**config.mk**
```make
export PLATFORM = sky130hd
export DESIGN_NAME = qed_dup_sched
export DESIGN_NICKNAME = d
export VERILOG_FILES = /design/src/rtl/qed_dup_sched.sv
export SDC_FILE = /design/constraint.sdc
export NUM_CORES = 1
export LEC_CHECK = 0
export ABC_CLOCK_PERIOD_IN_PS = 2100
export BUFFER_PORTS_ARGS = -buffer_cell sky130_fd_sc_hd__buf_2
export CORE_MARGIN = 3
export CORE_UTILIZATION = 50
export DETAILED_ROUTE_END_ITERATION = 7
export GPL_ROUTABILITY_DRIVEN = 0
export PLACE_DENSITY = 0.72
export SLEW_MARGIN = 20
export SYNTH_ARGS = -nofsm -noshare
export SYNTH_HDL_FRONTEND = slang
export SYNTH_SLANG_ARGS = --single-unit
export TNS_END_PERCENT = 50
```
**constraint.sdc**
```tcl
create_clock -name clk -period 2.1 [get_ports clk]
set_clock_uncertainty 0.05 [all_clocks]
set_input_delay 0.42 -clock clk [delete_from_list [all_inputs] [get_ports clk]]
set_output_delay 0.42 -clock clk [all_outputs]
set_load 0.02 [all_outputs]
```
**src/rtl/qed_dup_sched.sv**
```systemverilog
// qed_dup_sched: segment scheduler for the QED instruction-duplication path.
// Counts original fetches into the QED i-cache and closes a segment on
// capacity, on seg_end, or when QED mode is dropped. It then holds duplicate
// mode until every cached instruction has been re-issued, waits for the
// pipeline to drain, and pulses qed_check.
module qed_dup_sched #(
  parameter int DEPTH     = 16,
  parameter int CNT_W     = 5,
  parameter int DRAIN_CYC = 5
) (
  input  logic             clk,
  input  logic             rst,
  input  logic             ena,
  input  logic             stall_IF,
  input  logic             vld_out,
  input  logic             seg_end,
  output logic             exec_dup,
  output logic             qed_check,
  output logic [CNT_W-1:0] orig_cnt
);

  // The drain counter only ever holds DRAIN_CYC-1 down to 0.
  localparam int DRN_W = (DRAIN_CYC > 1) ? $clog2(DRAIN_CYC) : 1;
  localparam logic [DRN_W-1:0] DRN_LOAD = DRN_W'(DRAIN_CYC - 1);
  localparam logic [CNT_W-1:0] DEPTH_C  = CNT_W'(DEPTH);

  typedef enum logic [1:0] {
    ST_IDLE  = 2'd0,
    ST_ORIG  = 2'd1,
    ST_DUP   = 2'd2,
    ST_DRAIN = 2'd3
  } state_t;

  state_t             state_q, state_d;
  logic [CNT_W-1:0]   orig_cnt_q, orig_cnt_d;
  logic [CNT_W-1:0]   dup_cnt_q, dup_cnt_d;
  logic [DRN_W-1:0]   drain_cnt_q, drain_cnt_d;
  logic               exec_dup_q, exec_dup_d;
  logic               qed_check_q, qed_check_d;

  logic               fetch_s;
  logic               issue_s;
  logic [CNT_W-1:0]   orig_inc_s;
  logic [CNT_W-1:0]   dup_inc_s;

  // Next-state and counter logic for the segment FSM.
  always_comb begin
    state_d     = state_q;
    orig_cnt_d  = orig_cnt_q;
    dup_cnt_d   = dup_cnt_q;
    drain_cnt_d = drain_cnt_q;
    qed_check_d = 1'b0;

    fetch_s    = ~stall_IF;
    issue_s    = ~stall_IF & vld_out;
    orig_inc_s = orig_cnt_q + CNT_W'(1);
    dup_inc_s  = dup_cnt_q + CNT_W'(1);

    case (state_q)
      ST_IDLE: begin
        orig_cnt_d  = {CNT_W{1'b0}};
        dup_cnt_d   = {CNT_W{1'b0}};
        drain_cnt_d = {DRN_W{1'b0}};
        if (ena) begin
          state_d = ST_ORIG;
        end else begin
          state_d = ST_IDLE;
        end
      end

      ST_ORIG: begin
        if (fetch_s) begin
          // A fetch in the same cycle that ena drops is counted, then the
          // segment closes on it.
          orig_cnt_d = orig_inc_s;
          if ((orig_inc_s == DEPTH_C) || seg_end || !ena) begin
            state_d = ST_DUP;
          end else begin
            state_d = ST_ORIG;
          end
        end else if (!ena) begin
          if (orig_cnt_q == {CNT_W{1'b0}}) begin
            state_d = ST_IDLE;
          end else begin
            state_d = ST_DUP;
          end
        end else begin
          state_d = ST_ORIG;
        end
      end

      ST_DUP: begin
        if (issue_s) begin
          dup_cnt_d = dup_inc_s;
          if (dup_inc_s == orig_cnt_q) begin
            state_d     = ST_DRAIN;
            drain_cnt_d = DRN_LOAD;
          end else begin
            state_d = ST_DUP;
          end
        end else begin
          state_d = ST_DUP;
        end
      end

      ST_DRAIN: begin
        // Counts down unconditionally: fetch only delivers bubbles here.
        if (drain_cnt_q == {DRN_W{1'b0}}) begin
          qed_check_d = 1'b1;
          orig_cnt_d  = {CNT_W{1'b0}};
          dup_cnt_d   = {CNT_W{1'b0}};
          if (ena) begin
            state_d = ST_ORIG;
          end else begin
            state_d = ST_IDLE;
          end
        end else begin
          drain_cnt_d = drain_cnt_q - DRN_W'(1);
          state_d     = ST_DRAIN;
        end
      end

      default: begin
        state_d     = ST_IDLE;
        orig_cnt_d  = {CNT_W{1'b0}};
        dup_cnt_d   = {CNT_W{1'b0}};
        drain_cnt_d = {DRN_W{1'b0}};
      end
    endcase

    exec_dup_d = (state_d == ST_DUP) || (state_d == ST_DRAIN);
  end

  // State and output registers; rst discards any open segment.
  always_ff @(posedge clk) begin
    if (rst) begin
      state_q     <= ST_IDLE;
      orig_cnt_q  <= {CNT_W{1'b0}};
      dup_cnt_q   <= {CNT_W{1'b0}};
      drain_cnt_q <= {DRN_W{1'b0}};
      exec_dup_q  <= 1'b0;
      qed_check_q <= 1'b0;
    end else begin
      state_q     <= state_d;
      orig_cnt_q  <= orig_cnt_d;
      dup_cnt_q   <= dup_cnt_d;
      drain_cnt_q <= drain_cnt_d;
      exec_dup_q  <= exec_dup_d;
      qed_check_q <= qed_check_d;
    end
  end

  assign exec_dup  = exec_dup_q;
  assign qed_check = qed_check_q;
  assign orig_cnt  = orig_cnt_q;

endmodule

```
==> results_dict.tcl <==
set metrics [dict create \
    status "complete, no violations" \
    worstPathRequired_ns 2.26 \
    startpoint_type "flop" \
    grt_remaining_overflow 0 \
    cts_hold_buffers 0 \
    pre_cts_ws_ns 0.286 \
    die_y_um 51.9 \
    grt_max_degree 18 \
    cts_resized 0 \
    fin_setup_tns_ns 0 \
    whs_path_depth 2 \
    grt_pass1_vias 883 \
    via_per_inst 5.99 \
    nNetsFinal 162 \
    cpMaxStageDelayCell "dfxtp_1" \
    cp.arrival_ns 2.00 \
    yosysUniqueCellTypes 40 \
    synthCells 136 \
    wl_um 2320 \
    relSlewSlack_pct 75.8 \
    drive_above_1_share_pct 14.1 \
    min_from "dup_cnt_q[1]" \
    hold_class "reg -> reg" \
    synth_enable_flop_cells 0 \
    reg2reg_to "orig_cnt[2]" \
    ys_seq_area_share_pct 30.4 \
    num_rows 15 \
    drv_cap 0 \
    synth.avg_cell_area_sq_um 7.76 \
    peakVddDrop_uv 272 \
    syn2layout_area_growth_pct 11.4 \
    ys_seq_elements 16 \
    cpPeakStageDelay_ns 0.36 \
    cts-buffers-inserted 3 \
    critPathMaxFanout 4 \
    timing.rr.start "drain_cnt_q[0]" \
    ios 13 \
    finalMaxSlewViolations 0 \
    clock_latency_ns 0.28 \
    cts_sinks 16 \
    start_util_pct 56.8 \
    cts_root_buf "clkbuf_4" \
    post_cts_buffers 0 \
    path_cells "inv_1, ha_1, nor2b_1, a21boi_0, a21oi_1, nand4b_1, a21oi_1" \
    r2r_cells 7 \
    antenna_found_initial 0 \
    ys_warn_count 0 \
    reg2reg_slack_ns 0.25 \
    synth_ff_type "dfxtp_1" \
    fin_crit_sh_pct 87.9 \
    first_pass_iters 4 \
    whs_endpoint "dup_cnt_q[1]" \
    grt_use_total_pct 19.0 \
    htree_levels 1 \
    tightest_slew_ns 0.360 \
    grt_pass1_wl_um 3930 \
    wl_per_cell_um 13.3 \
    clockBufferDepth 2 \
    syn_nets 147 \
    crit_type "reg -> reg" \
    drt_iter0_drc 13 \
    leakage_nw 0.459 \
    setup_viol 0 \
    port_buffers 12 \
    end_kind "flop" \
    cts_tree "done" \
    design.core.area_sq_um 1860 \
    vias 1042 \
    fin_crit_ns 1.85 \
    num_antenna_cells 0 \
    die_area_sq_um 2700 \
    die_w_um 51.9 \
    crit_top_cell "a21oi_1" \
    clk_pin_slew_worst_paths_ns 0.09 \
    netlist_area_sq_um 1050 \
    place_hpwl_um 1700 \
    rsz0062_at_grt "false" \
    timing.fmax_ghz 0.542 \
    hold_violations 0 \
    detail-route-antenna-nets 0 \
    postSynth.asyncResetShare_pct 0 \
    power_density_nw_per_um2 492 \
    setup_ws_ns 0.254 \
    drc_errors 0 \
]
[metrics by stage]
step           util (%)  total power, mW  cell area, sq um  std cells  hold WS [ns]
2_1_floorplan         -            0.391              1050        136         0.399
3_3_place_gp       62.0            0.422              1150        171         0.418
3_5_place_dp       62.0            0.423              1150        171         0.426
4_1_cts            63.2            0.584              1170        174         0.438
5_1_grt            63.2            0.614              1170        174         0.459
6_report           63.2            0.578              1170        174         0.432
[worst max path at each step]
| stage | startpoint | to | slack, ns |
|---|---|---|---|
| 6_report | drain_cnt_q[0] | orig_cnt[2] | 0.25 |
| 5_1_grt | drain_cnt_q[0] | orig_cnt[2] | 0.09 |
| 3_3_place_gp | drain_cnt_q[0] | orig_cnt[2] | 0.32 |
| 2_1_floorplan | orig_cnt[0] | state_q[1] | 0.36 |
| 3_5_place_dp | stall_IF | dup_cnt_q[4] | 0.29 |
| 4_1_cts | drain_cnt_q[0] | orig_cnt[2] | 0.26 |
[placed cells by master (no fill, tap or decap), drive strengths merged, types with 2 or more instances in the layout]
cell / n
and2: 2
nand3: 6
a211oi: 2
mux2i: 2
nand3b: 2
a311oi: 2
nor3: 6
xnor2: 4
clkbuf: 3
dfxtp: 16
o21ai: 6
o22ai: 2
nand2: 11
nor2b: 5
nor2: 10
or4: 3
nand2b: 7
a41oi: 2
buf: 16
a21oi: 13
xor2: 2
inv: 7
ha: 5
[worst max-delay path: cells and delay by family, from the launching register on]
family                   cells  cell delay, ns
AO/OA/AOI/OAI                3            0.69
adder cells (fa/ha/maj)      1            0.21
buffers and inverters        1            0.09
flip-flops                   1            0.36
AND/OR/NAND/NOR              2            0.39
[synthesized netlist by cell type, drive strengths merged (2+ instances only)]
cell	number	area [sq um]
a211oi	2	15.0
a21oi	13	65.1
a311oi	2	17.5
a41oi	2	17.5
and2	2	12.5
buf	2	8.75
clkbuf	4	15.0
dfxtp	16	320
ha	5	62.6
inv	7	26.3
mux2i	2	20.0
nand2	11	41.3
nand2b	7	43.8
nand3	6	30.0
nand3b	2	15.0
nor2	10	37.5
nor2b	5	33.8
nor3	6	30.0
o21ai	6	30.0
o22ai	2	12.5
or4	3	22.5
xnor2	4	35.0
xor2	2	17.5
[power breakdown]
group | leakage (nW) | internal, mW | total [mW] | switching, mW
Clock | 0.0138 | 0.0664 | 0.161 | 0.0946
Sequential | 0.129 | 0.309 | 0.318 | 0.00873
Combinational | 0.315 | 0.0388 | 0.0997 | 0.0610
[kinds of logic (layout without fill, tap and decap cells)]
logic type      after synthesis  count (layout)  synth area share [%]
simple gates                 59              59                  31.1
compound gates               35              35                  21.0
flops                        16              16                  30.4
buf+inv                      13              26                  4.74
xor+xnor                      6               6                  4.98
fa+ha+maj                     5               5                  5.93
mux                           2               2                  1.90
[sequential cells by signal, summed over array words and instances, names as in the netlist]
signal / flops
state_q: 2
orig_cnt: 5
drain_cnt_q: 3
qed_check: 1
dup_cnt_q: 5
[layer usage]
layer	track usage (%)	part of all wire, %
met3	3.44	3.6
met2	29.1	46
met1	25.5	49
met4	9.17	0.73
met5	0	0
[cell type report]
type,instances,area (sq um)
Clock buffer,3,22.5
Fill cell,172,683
Inverter,7,26.3
Multi-Input combinational cell,107,684
Sequential cell,16,320
Tap cell,25,31.3
Timing Repair Buffer,16,90.1
(Power assumes the default switching activity.)
